File: config.mk
export PLATFORM = sky130hd
export DESIGN_NAME = cmp_arbiter_flat
export DESIGN_NICKNAME = d
export VERILOG_FILES = /design/src/rtl/cmp_arbiter_pkg.sv /design/src/rtl/cmp_arbiter_if.sv /design/src/rtl/cmp.sv /design/src/rtl/cmp_arbiter_rr.sv /design/src/rtl/cmp_arbiter.sv /design/src/flat_wrapper.sv
export SDC_FILE = /design/constraint.sdc
export NUM_CORES = 1
export LEC_CHECK = 0
export CAP_MARGIN = 20
export CORE_MARGIN = 5
export CORE_UTILIZATION = 38
export CTS_CLUSTER_SIZE = 24
export DETAILED_ROUTE_END_ITERATION = 6
export GPL_ROUTABILITY_DRIVEN = 0
export PLACE_DENSITY = 0.86
export SYNTH_ARGS = -nofsm -noshare
export SYNTH_HDL_FRONTEND = slang
export SYNTH_SLANG_ARGS = --single-unit
export TNS_END_PERCENT = 100
File: constraint.sdc
create_clock -name clk -period 5.82 [get_ports clk]
set_clock_uncertainty 0.2 [all_clocks]
set_input_delay 1.164 -clock clk [delete_from_list [all_inputs] [get_ports clk]]
set_output_delay 1.164 -clock clk [all_outputs]
set_load 0.02 [all_outputs]
File: src/rtl/cmp_arbiter_pkg.sv
// cmp_arbiter_pkg
// Shared definitions for the execute-stage comparator arbiter:
//   - cmp_func_e      : comparator function encodings (bit0 negate,
//                       bit1 unsigned, bit2 less-than / clear = equal)
//   - ID_BRANCH/ID_ALU: requester ids carried through the pipeline
//   - cmp_arb_entry_t : stage-1 / hold entry {valid, id, tag}
//   - cmp_eval        : combinational comparison used by the cmp unit
// Entry tags are CMP_ARB_TAG_W bits wide; a wider top-level TAG_W needs
// this constant raised to match.
package cmp_arbiter_pkg;

  localparam int CMP_ARB_TAG_W = 4;

  typedef enum logic [2:0] {
    EQ  = 3'b000,
    NE  = 3'b001,
    LT  = 3'b100,
    GE  = 3'b101,
    LTU = 3'b110,
    GEU = 3'b111
  } cmp_func_e;

  localparam logic ID_BRANCH = 1'b0;
  localparam logic ID_ALU    = 1'b1;

  typedef struct packed {
    logic                     valid;
    logic                     id;
    logic [CMP_ARB_TAG_W-1:0] tag;
  } cmp_arb_entry_t;

  // Both operands are widened to 33 bits so a single signed compare covers
  // the signed (sign-extended) and unsigned (zero-extended) cases.
  function automatic logic cmp_eval(input logic [31:0] a,
                                    input logic [31:0] b,
                                    input logic [2:0]  func);
    logic [32:0] ax;
    logic [32:0] bx;
    logic        outcome;
    ax = func[1] ? {1'b0, a} : {a[31], a};
    bx = func[1] ? {1'b0, b} : {b[31], b};
    if (func[2]) outcome = ($signed(ax) < $signed(bx));
    else         outcome = (a == b);
    return outcome ^ func[0];
  endfunction

endpackage

File: src/rtl/cmp_arbiter_if.sv
// cmp_arbiter_if
// One requester's connection to the comparator arbiter: request channel
// (valid/ready, operands, function, tag) and response channel
// (valid/ready, result, tag).
//   modport master : the requester (branch unit or ALU slt path)
//   modport slave  : the arbiter
interface cmp_arbiter_if #(
  parameter int TAG_W = 4
);
  logic             req_valid;
  logic             req_ready;
  logic [31:0]      req_a;
  logic [31:0]      req_b;
  logic [2:0]       req_func;
  logic [TAG_W-1:0] req_tag;
  logic             rsp_valid;
  logic             rsp_ready;
  logic             rsp_result;
  logic [TAG_W-1:0] rsp_tag;

  modport master (
    output req_valid, req_a, req_b, req_func, req_tag, rsp_ready,
    input  req_ready, rsp_valid, rsp_result, rsp_tag
  );

  modport slave (
    input  req_valid, req_a, req_b, req_func, req_tag, rsp_ready,
    output req_ready, rsp_valid, rsp_result, rsp_tag
  );
endinterface

File: src/rtl/cmp.sv
// cmp
// The core's single registered comparator: evaluates func on a/b and
// presents the outcome one clock later.
// Ports: clk, reset (sync, active-high), a, b (32), func (3), result (1).
module cmp
  import cmp_arbiter_pkg::*;
(
  input  logic        clk,
  input  logic        reset,
  input  logic [31:0] a,
  input  logic [31:0] b,
  input  logic [2:0]  func,
  output logic        result
);

  always_ff @(posedge clk) begin
    if (reset) result <= 1'b0;
    else       result <= cmp_eval(a, b, func);
  end

endmodule

File: src/rtl/cmp_arbiter_rr.sv
// cmp_arb_rr
// Two-way picker for the comparator arbiter. Takes the eligible mask and
// returns a one-hot (or zero) grant.
//   Default build : round-robin on ties; an internal `last` register holds
//                   the most recent winner and resets to 1 so requester 0
//                   takes the first tie.
//   CMP_ARB_FIXED_PRIO_EN defined : requester 0 always wins a tie; no state,
//                   so the clock/reset ports are not present.
// Ports: clk, reset (round-robin build only), eligible[1:0], grant[1:0].
module cmp_arb_rr (
`ifndef CMP_ARB_FIXED_PRIO_EN
  input  logic       clk,
  input  logic       reset,
`endif
  input  logic [1:0] eligible,
  output logic [1:0] grant
);

`ifdef CMP_ARB_FIXED_PRIO_EN
  assign grant = {eligible[1] & ~eligible[0], eligible[0]};
`else
  logic last;

  // On a tie the requester that did not win last time is chosen.
  always_comb begin
    grant = eligible;
    if (&eligible) grant = last ? 2'b01 : 2'b10;
  end

  always_ff @(posedge clk) begin
    if (reset)       last <= 1'b1;
    else if (|grant) last <= grant[1];
  end
`endif

endmodule

File: src/rtl/cmp_arbiter.sv
// cmp_arbiter
// Shares the registered comparator between the branch unit (port 0) and
// the ALU set-less-than path (port 1). One request is granted per cycle,
// its result comes back one cycle later on the owner's response channel
// with the owner's tag, and is parked in a per-port hold register if the
// owner is not ready to take it.
// Ports:
//   clk, reset : clock, synchronous active-high reset
//   p0, p1     : cmp_arbiter_if.slave for requester 0 (branch) / 1 (ALU)
// Configuration: define CMP_ARB_FIXED_PRIO_EN for fixed priority
// (requester 0 wins ties); default build is round-robin.
module cmp_arbiter
  import cmp_arbiter_pkg::*;
#(
  parameter int TAG_W = CMP_ARB_TAG_W
) (
  input  logic         clk,
  input  logic         reset,
  cmp_arbiter_if.slave p0,
  cmp_arbiter_if.slave p1
);

  logic [1:0]       req_valid;
  logic [1:0]       rsp_ready;
  logic [31:0]      req_a    [2];
  logic [31:0]      req_b    [2];
  logic [2:0]       req_func [2];
  logic [TAG_W-1:0] req_tag  [2];

  logic [1:0]       eligible;
  logic [1:0]       grant;
  logic             winner;
  logic [1:0]       inflight;
  logic [1:0]       rsp_valid;
  logic [1:0]       rsp_result;
  logic [TAG_W-1:0] rsp_tag  [2];

  logic [31:0]      cmp_a;
  logic [31:0]      cmp_b;
  logic [2:0]       cmp_func;
  logic             cmp_result;

  cmp_arb_entry_t   s1_q;
  cmp_arb_entry_t   hold_q [2];
  logic [1:0]       hold_res_q;

  assign req_valid   = {p1.req_valid, p0.req_valid};
  assign rsp_ready   = {p1.rsp_ready, p0.rsp_ready};
  assign req_a[0]    = p0.req_a;
  assign req_a[1]    = p1.req_a;
  assign req_b[0]    = p0.req_b;
  assign req_b[1]    = p1.req_b;
  assign req_func[0] = p0.req_func;
  assign req_func[1] = p1.req_func;
  assign req_tag[0]  = p0.req_tag;
  assign req_tag[1]  = p1.req_tag;

  assign p0.req_ready  = grant[ID_BRANCH];
  assign p1.req_ready  = grant[ID_ALU];
  assign p0.rsp_valid  = rsp_valid[ID_BRANCH];
  assign p1.rsp_valid  = rsp_valid[ID_ALU];
  assign p0.rsp_result = rsp_result[ID_BRANCH];
  assign p1.rsp_result = rsp_result[ID_ALU];
  assign p0.rsp_tag    = rsp_tag[ID_BRANCH];
  assign p1.rsp_tag    = rsp_tag[ID_ALU];

  // A requester may issue only when it has no outstanding response, or its
  // outstanding one is leaving straight from the comparator this cycle.
  // Everything is masked during reset so a result caught in flight by a
  // reset is never shown.
  always_comb begin
    inflight   = '0;
    eligible   = '0;
    rsp_valid  = '0;
    rsp_result = '0;
    rsp_tag[0] = '0;
    rsp_tag[1] = '0;
    for (int n = 0; n < 2; n++) begin
      inflight[n] = s1_q.valid && (s1_q.id == 1'(n));
      eligible[n] = !reset && req_valid[n] && !hold_q[n].valid &&
                    !(inflight[n] && !rsp_ready[n]);
      if (!reset) begin
        if (hold_q[n].valid) begin
          rsp_valid[n]  = 1'b1;
          rsp_result[n] = hold_res_q[n];
          rsp_tag[n]    = TAG_W'(hold_q[n].tag);
        end else if (inflight[n]) begin
          rsp_valid[n]  = 1'b1;
          rsp_result[n] = cmp_result;
          rsp_tag[n]    = TAG_W'(s1_q.tag);
        end
      end
    end
  end

  cmp_arb_rr u_pick (
`ifndef CMP_ARB_FIXED_PRIO_EN
    .clk      (clk),
    .reset    (reset),
`endif
    .eligible (eligible),
    .grant    (grant)
  );

  assign winner   = grant[ID_ALU];
  assign cmp_a    = winner ? req_a[1]    : req_a[0];
  assign cmp_b    = winner ? req_b[1]    : req_b[0];
  assign cmp_func = winner ? req_func[1] : req_func[0];

  cmp u_cmp (
    .clk    (clk),
    .reset  (reset),
    .a      (cmp_a),
    .b      (cmp_b),
    .func   (cmp_func),
    .result (cmp_result)
  );

  // Stage 1 tracks whose result the comparator will present next cycle.
  // A result the owner refuses is parked in that owner's hold register;
  // eligibility guarantees a hold is never overwritten.
  always_ff @(posedge clk) begin
    if (reset) begin
      s1_q       <= '0;
      hold_q[0]  <= '0;
      hold_q[1]  <= '0;
      hold_res_q <= '0;
    end else begin
      s1_q.valid <= |grant;
      s1_q.id    <= winner;
      s1_q.tag   <= CMP_ARB_TAG_W'(winner ? req_tag[1] : req_tag[0]);
      for (int n = 0; n < 2; n++) begin
        if (hold_q[n].valid) begin
          if (rsp_ready[n]) hold_q[n].valid <= 1'b0;
        end else if (inflight[n] && !rsp_ready[n]) begin
          hold_q[n]     <= s1_q;
          hold_res_q[n] <= cmp_result;
        end
      end
    end
  end

endmodule
File: src/flat_wrapper.sv
// flat-port wrapper written by rule: the top's interface ports become plain ports
module cmp_arbiter_flat import cmp_arbiter_pkg::*;
#(
  parameter int TAG_W = CMP_ARB_TAG_W
)
  (clk, reset, p0_req_valid, p0_req_a, p0_req_b, p0_req_func, p0_req_tag, p0_rsp_ready, p0_req_ready, p0_rsp_valid, p0_rsp_result, p0_rsp_tag, p1_req_valid, p1_req_a, p1_req_b, p1_req_func, p1_req_tag, p1_rsp_ready, p1_req_ready, p1_rsp_valid, p1_rsp_result, p1_rsp_tag);
  cmp_arbiter_if #(.TAG_W(TAG_W)) p0_i ();
  cmp_arbiter_if #(.TAG_W(TAG_W)) p1_i ();
  input  logic clk;
  input  logic reset;
  input wire logic [$bits(p0_i.req_valid)-1:0] p0_req_valid;
  input wire logic [$bits(p0_i.req_a)-1:0] p0_req_a;
  input wire logic [$bits(p0_i.req_b)-1:0] p0_req_b;
  input wire logic [$bits(p0_i.req_func)-1:0] p0_req_func;
  input wire logic [$bits(p0_i.req_tag)-1:0] p0_req_tag;
  input wire logic [$bits(p0_i.rsp_ready)-1:0] p0_rsp_ready;
  output wire logic [$bits(p0_i.req_ready)-1:0] p0_req_ready;
  output wire logic [$bits(p0_i.rsp_valid)-1:0] p0_rsp_valid;
  output wire logic [$bits(p0_i.rsp_result)-1:0] p0_rsp_result;
  output wire logic [$bits(p0_i.rsp_tag)-1:0] p0_rsp_tag;
  input wire logic [$bits(p1_i.req_valid)-1:0] p1_req_valid;
  input wire logic [$bits(p1_i.req_a)-1:0] p1_req_a;
  input wire logic [$bits(p1_i.req_b)-1:0] p1_req_b;
  input wire logic [$bits(p1_i.req_func)-1:0] p1_req_func;
  input wire logic [$bits(p1_i.req_tag)-1:0] p1_req_tag;
  input wire logic [$bits(p1_i.rsp_ready)-1:0] p1_rsp_ready;
  output wire logic [$bits(p1_i.req_ready)-1:0] p1_req_ready;
  output wire logic [$bits(p1_i.rsp_valid)-1:0] p1_rsp_valid;
  output wire logic [$bits(p1_i.rsp_result)-1:0] p1_rsp_result;
  output wire logic [$bits(p1_i.rsp_tag)-1:0] p1_rsp_tag;
  assign p0_i.req_valid = p0_req_valid;
  assign p0_i.req_a = p0_req_a;
  assign p0_i.req_b = p0_req_b;
  assign p0_i.req_func = p0_req_func;
  assign p0_i.req_tag = p0_req_tag;
  assign p0_i.rsp_ready = p0_rsp_ready;
  assign p0_req_ready = p0_i.req_ready;
  assign p0_rsp_valid = p0_i.rsp_valid;
  assign p0_rsp_result = p0_i.rsp_result;
  assign p0_rsp_tag = p0_i.rsp_tag;
  assign p1_i.req_valid = p1_req_valid;
  assign p1_i.req_a = p1_req_a;
  assign p1_i.req_b = p1_req_b;
  assign p1_i.req_func = p1_req_func;
  assign p1_i.req_tag = p1_req_tag;
  assign p1_i.rsp_ready = p1_rsp_ready;
  assign p1_req_ready = p1_i.req_ready;
  assign p1_rsp_valid = p1_i.rsp_valid;
  assign p1_rsp_result = p1_i.rsp_result;
  assign p1_rsp_tag = p1_i.rsp_tag;
  cmp_arbiter #(.TAG_W(TAG_W)) u_core (.clk(clk), .reset(reset), .p0(p0_i), .p1(p1_i));
endmodule
After elaboration in Yosys (flattened, before gate mapping) --
Memory sizes are Yosys's and may differ from the RTL's. Index checks and enable logic that the tools add are counted.
Operators by class: $lt $le $gt $ge 1, equality and inequality tests 1, mux-type cells 52, bitwise logic cells 10, reduce and logical (&&, ||, !) cells 21
Operators by type and width (number):
- $mux W33 | 2
- $mux W32 | 2
- $mux W1 | 36
- $lt A33 B33 Y1 | 1
- $eq A32 B32 Y1 | 1
- $mux W4 | 7
- $logic_and A1 B1 Y1 | 10
- $mux W5 | 2
- $logic_not A1 Y1 | 7
- $or A1 B1 Y1 | 6
- $reduce_and A2 Y1 | 3
- $mux W2 | 2
- $mux W3 | 1
- $not A1 Y1 | 3
- $reduce_or A2 Y1 | 1
- $xor A1 B1 Y1 | 1
Storage, ports and cells: flip-flop bits (word level) 10, bits in writable memories 12, bits of input ports 148, output and inout port bits 14, logic and storage cells 93, memories 1
Memories:
- u_core.hold_q | depth 2, bits a word 6, read ports 2, clocked after memory_dff 0, write ports 2, line cmp_arbiter.sv:44 | cmp_arb_entry_t hold_q [2];

Depth between registers and ports, before layout --
depth after elaboration 13, mapped depth 19

Hierarchy --
Synthesis repeated with hierarchy kept, for this count alone.
Second synthesis, totals: cell total of the unflattened synthesis 305, area total of the unflattened synthesis 2786.4 µm²
Modules (own cells, without submodules):
- cmp_arbiter | times used 1, cells each 174, area each 1795.5 µm², seq. area each 460.4 µm²
- cmp | times used 1, cells each 124, area each 935.9 µm², seq. area each 20.0 µm²
- cmp_arb_rr | times used 1, cells each 7, area each 55.1 µm², seq. area each 20.0 µm²

Worst setup path after synthesis --
No wires, ideal clock.
path kind in2reg, from input port p1_rsp_ready, to register u_core.u_cmp.result, arrival 4.564 ns, data required time 5.561 ns, slack 0.998 ns, stages on the path 15, path buffers 3, cells stage by stage nand3b_1 -> and3_1 -> clkbuf_1 -> nand2_2 -> buf_1 -> clkbuf_1 -> mux2i_1 -> ha_1 -> nand3_1 -> nor2_1 -> o2111ai_1 -> or4_1 -> o31a_1 -> a211oi_1 -> a31o_1
On the way: longest elaborated chain between the ends 12, elaborated cells on any way between the ends 16, classes of those cells order compare: 1; eq/ne: 1; mux: 8; bitwise: 1; reduce/logical: 5
Ends and longest elaborated chain:
- start, declared | line flat_wrapper.sv:26 | input wire logic [$bits(p1_i.rsp_ready)-1:0] p1_rsp_ready;
- $logic_not A1 Y1 * | line cmp_arbiter.sv:81 | !(inflight[n] && !rsp_ready[n]);
- $logic_and A1 B1 Y1 * | line cmp_arbiter.sv:81
- $logic_not A1 Y1 * | line cmp_arbiter.sv:81
- $logic_and A1 B1 Y1 * | line cmp_arbiter.sv:80 | eligible[n] = !reset && req_valid[n] && !hold_q[n].valid &&
- $reduce_and A2 Y1 | line cmp_arbiter_rr.sv:27 | if (&eligible) grant = last ? 2'b01 : 2'b10;
- $mux W2 * | line cmp_arbiter_rr.sv:27
- $mux W32, or another cell as far along | line cmp_arbiter.sv:106 | assign cmp_a = winner ? req_a[1] : req_a[0];
- $mux W33, on equally long branches | line cmp_arbiter_pkg.sv:40, cmp_arbiter_pkg.sv:41
- $lt A33 B33 Y1 | line cmp_arbiter_pkg.sv:42 | if (func[2]) outcome = ($signed(ax) < $signed(bx));
- $mux W1 | line cmp_arbiter_pkg.sv:42
- $mux W1 | line cmp.sv:17 | if (reset) result <= 1'b0;
- $xor A1 B1 Y1 * | line cmp_arbiter_pkg.sv:44 | return outcome ^ func[0];
- end signal, assigned | line cmp.sv:18 | else result <= cmp_eval(a, b, func);
- end, declared | line cmp.sv:13 | output logic result
Every way passes the cells marked *; elsewhere a longest branch is shown, timed or not. The select of a mux whose other input is x is not followed. A chain may end at the register's enable or synchronous reset.

Worst setup path in the final report --
from input port reset, to register u_core.u_cmp.result
On the way: longest elaborated chain between the ends 12, elaborated cells on any way between the ends 19, classes of those cells order compare: 1; eq/ne: 1; mux: 8; bitwise: 1; reduce/logical: 8
Ends and longest elaborated chain:
- start, declared | line flat_wrapper.sv:10 | input logic reset;
- $logic_not A1 Y1 | line cmp_arbiter.sv:80
- $logic_and A1 B1 Y1 (3 in a row) | line cmp_arbiter.sv:80
- $reduce_and A2 Y1 | line cmp_arbiter_rr.sv:27
- $mux W2 | line cmp_arbiter_rr.sv:27
- $mux W32, or another cell as far along | line cmp_arbiter.sv:106
- $mux W33, on equally long branches | line cmp_arbiter_pkg.sv:40, cmp_arbiter_pkg.sv:41
- $lt A33 B33 Y1 | line cmp_arbiter_pkg.sv:42
- $mux W1 | line cmp_arbiter_pkg.sv:42
- $mux W1 | line cmp.sv:17
- $xor A1 B1 Y1 | line cmp_arbiter_pkg.sv:44
Several ways; a longest one is shown, not always the timed one. The select of a mux whose other input is x is not followed.

==> results.json <==
{
  "status": "finished clean",
  "arrival_ns": 5.12,
  "fin_cells": 594,
  "grt_pass1_vias": 3197,
  "p_leak_nw": 1.91,
  "async_flop_share": 0,
  "fillerInstances": 569,
  "clkTransAtPathRegs_ns": 0.07,
  "rows": 30,
  "grt_pass1_wl_um": 14200,
  "clkLatencyLatePin_ns": 0.26,
  "required_ns": 5.83,
  "final.period_utilization": 0.879,
  "slew_headroom": 0.627,
  "h-tree-depth": 1,
  "synth-seq-area-share": 0.191,
  "synth_ff_type": "edfxtp_1",
  "dp.cells": 590,
  "power_frac_seq": 0.310,
  "hold_depth": 2,
  "synth_edf_count": 10,
  "io_pins": 162,
  "ir_drop_v": 0.0000626,
  "final_max_slew_viol_count": 0,
  "grt_usage": 0.197,
  "area_growth_pct": 66.6,
  "cts_buffer_depth": 2,
  "fin_tns_setup_ns": 0,
  "p_sw_uw": 169,
  "synth_top_area_cell": "nand2_1",
  "core_um2": 6760,
  "wl_um": 8690,
  "finalCriticalPeriod_ns": 5.12,
  "portBuffers": 161,
  "max_freq_ghz": 0.195,
  "num_antenna_cells": 0,
  "antenna_found_initial": 0,
  "critPathMaxFanout": 49,
  "yosysWarnings": 0,
  "avgSynthCellArea_um2": 7.25,
  "place_ws_ns": 0.448,
  "hold_violations": 0,
  "synth_nets": 538,
  "ant_nets": 0,
  "met2_usage": 0.377,
  "drtPass1Iterations": 5,
  "clockPowerShare": 0.167,
  "cts_root_buffer": "clkbuf_8",
  "drc": 0,
  "p_sw_frac": 0.312,
  "grt_overflow": 0,
  "combPwrFrac": 0.524,
  "fin_nets": 692,
  "layout_commonest_cell": "clkdlybuf4s50_1",
  "grt.busiest_layer": "met2",
  "grt_util_met1": 0.228,
  "die_x_um": 93.0,
  "grt_max_degree": 50,
  "cp-end-kind": "flop",
  "hold_ws_ns": 0.289,
  "drive_gt1_frac": 0.0350,
  "vias_per_cell": 5.24,
  "start_kind": "input port",
  "cts_tree": "built",
  "power_density_nw_per_um2": 124,
  "avgRoutedWirePerCell_um": 14.6,
  "min_path_type": "reg2reg",
  "setup_ws_ns": 0.704,
  "drt_iter0_drc": 95,
  "cts_inserted_buffers": 3,
  "cts_resized": 0,
  "setup_viol": 0,
  "ctsHoldBuffers": 0,
  "p_int_uw": 373,
  "worst_slew_pin_slew_ns": 0.559,
  "die_y_um": 93.0,
  "netlist_instances": 361,
  "synth.cell_area_um2": 2620,
  "hpwl_um": 7470,
  "cts_setup_buffers": 0,
  "synth.distinct_cells": 47,
  "reg2reg_depth": 13,
  "max_cap_viol_count": 0,
  "synth_seq_cells": 20,
  "final_cell_mix": "clkdlybuf4s50_1, nand2_1, mux2i_1, ha_1, nor2_1",
  "critical_path_class": "in2reg",
  "cts.sinks": 20,
  "dieArea_um2": 8640,
  "start_util": 0.387,
  "rsz0062_at_grt": "no",
  "via_count": 3113,
  "synth.top_cells.by_area": "nand2_1, ha_1, mux2i_1, edfxtp_1, dfxtp_1",
  "synth_top_area_frac": 0.148,
  "grt_util_met3": 0.0402
}
## final cells by class
cell class	count	area (um^2)	area share
well taps	80	100	0.0230
inverters	13	48.8	0.0112
clock buffers	3	41.3	0.00947
repair buffers	166	1660	0.381
clock inverters	1	3.75	0.000861
multi-input cells	311	2000	0.459
flip-flops and latches	20	500	0.115
## synth_stat cells, types with 2 or more instances
library cell,n
nand2_1,103
mux2i_1,34
ha_1,29
nor2_1,28
a21oi_1,14
clkbuf_1,14
inv_1,12
o21ai_0,11
dfxtp_1,10
edfxtp_1,10
and2_1,8
nand3_1,7
maj3_1,6
nand4_1,6
nor3_1,6
xnor2_1,6
nand2b_1,5
nor3b_1,5
nand3b_1,4
a211oi_1,3
a21o_1,3
o211ai_1,3
a221oi_1,2
a31oi_1,2
buf_1,2
mux2_2,2
nor2b_1,2
o2111ai_1,2
o21bai_1,2
or2_2,2
xor2_1,2
## worst max-delay path, stage by stage
cell and delay [ns]:
clkdlybuf4s50_1 0.62, nor2_1 0.32, nand4_2 0.16, nand2_2 0.11, buf_4 0.47, mux2i_1 0.16
ha_1 0.32, nand3_1 0.11, nor2_1 0.17, o2111ai_1 0.19, or4_1 0.61, o31a_1 0.33
a211oi_1 0.24, a31o_1 0.12
## power by group through the flow
stage | Combinational, mW | Sequential [mW] | Clock (mW)
CTS | 0.286 | 0.168 | 0.0917
global placement | 0.277 | 0.170 | 0
floorplan | 0.144 | 0.164 | 0
detailed placement | 0.284 | 0.170 | 0
global route | 0.315 | 0.169 | 0.0969
finish | 0.284 | 0.168 | 0.0904
## layer usage
metal  routed length [um]  vias to the layer above
li1                     -                     1562
met1                 3370                     1406
met2                 4430                      135
met3                  820                       10
met4                   72                        0
met5                    0                        -
## path summary, 6_finish.rpt
path	start	end	slack (ns)
worst max-delay path	reset	u_core.u_cmp.result	0.70
worst min-delay path	u_core.hold_res_q[0]	u_core.hold_res_q[0]	0.29
worst max register to register	u_core.hold_q[0][5]	u_core.u_cmp.result	1.66
worst min register to register	u_core.hold_res_q[0]	u_core.hold_res_q[0]	0.29
## registers in the layout, indices dropped and copies added, names as in the netlist
register,flops
u_core.hold_res_q,2
u_core.s1_q,6
u_core.u_cmp.result,1
u_core.u_pick.last,1
u_core.hold_q,10
## cells by family (layout without fill, tap and decap cells)
family / count (synthesis) / after routing / share of synthesized area
buffers and inverters: 30 / 183 / 0.0435
flip-flops: 20 / 20 / 0.191
AO/OA/AOI/OAI: 49 / 49 / 0.120
adder cells (fa/ha/maj): 35 / 35 / 0.162
multiplexers: 36 / 36 / 0.139
AND/OR/NAND/NOR: 183 / 183 / 0.318
XOR/XNOR: 8 / 8 / 0.0268
## per-stage QoR
| step | utilization | power (mW) | cell area, um^2 |
|---|---|---|---|
| after global placement | 0.638 | 0.447 | 4310 |
| after floorplan | - | 0.308 | 2620 |
| after global routing | 0.645 | 0.581 | 4360 |
| after CTS | 0.645 | 0.545 | 4360 |
| after detailed placement | 0.638 | 0.454 | 4310 |
| final | 0.645 | 0.542 | 4360 |
(Power assumes the default switching activity.)
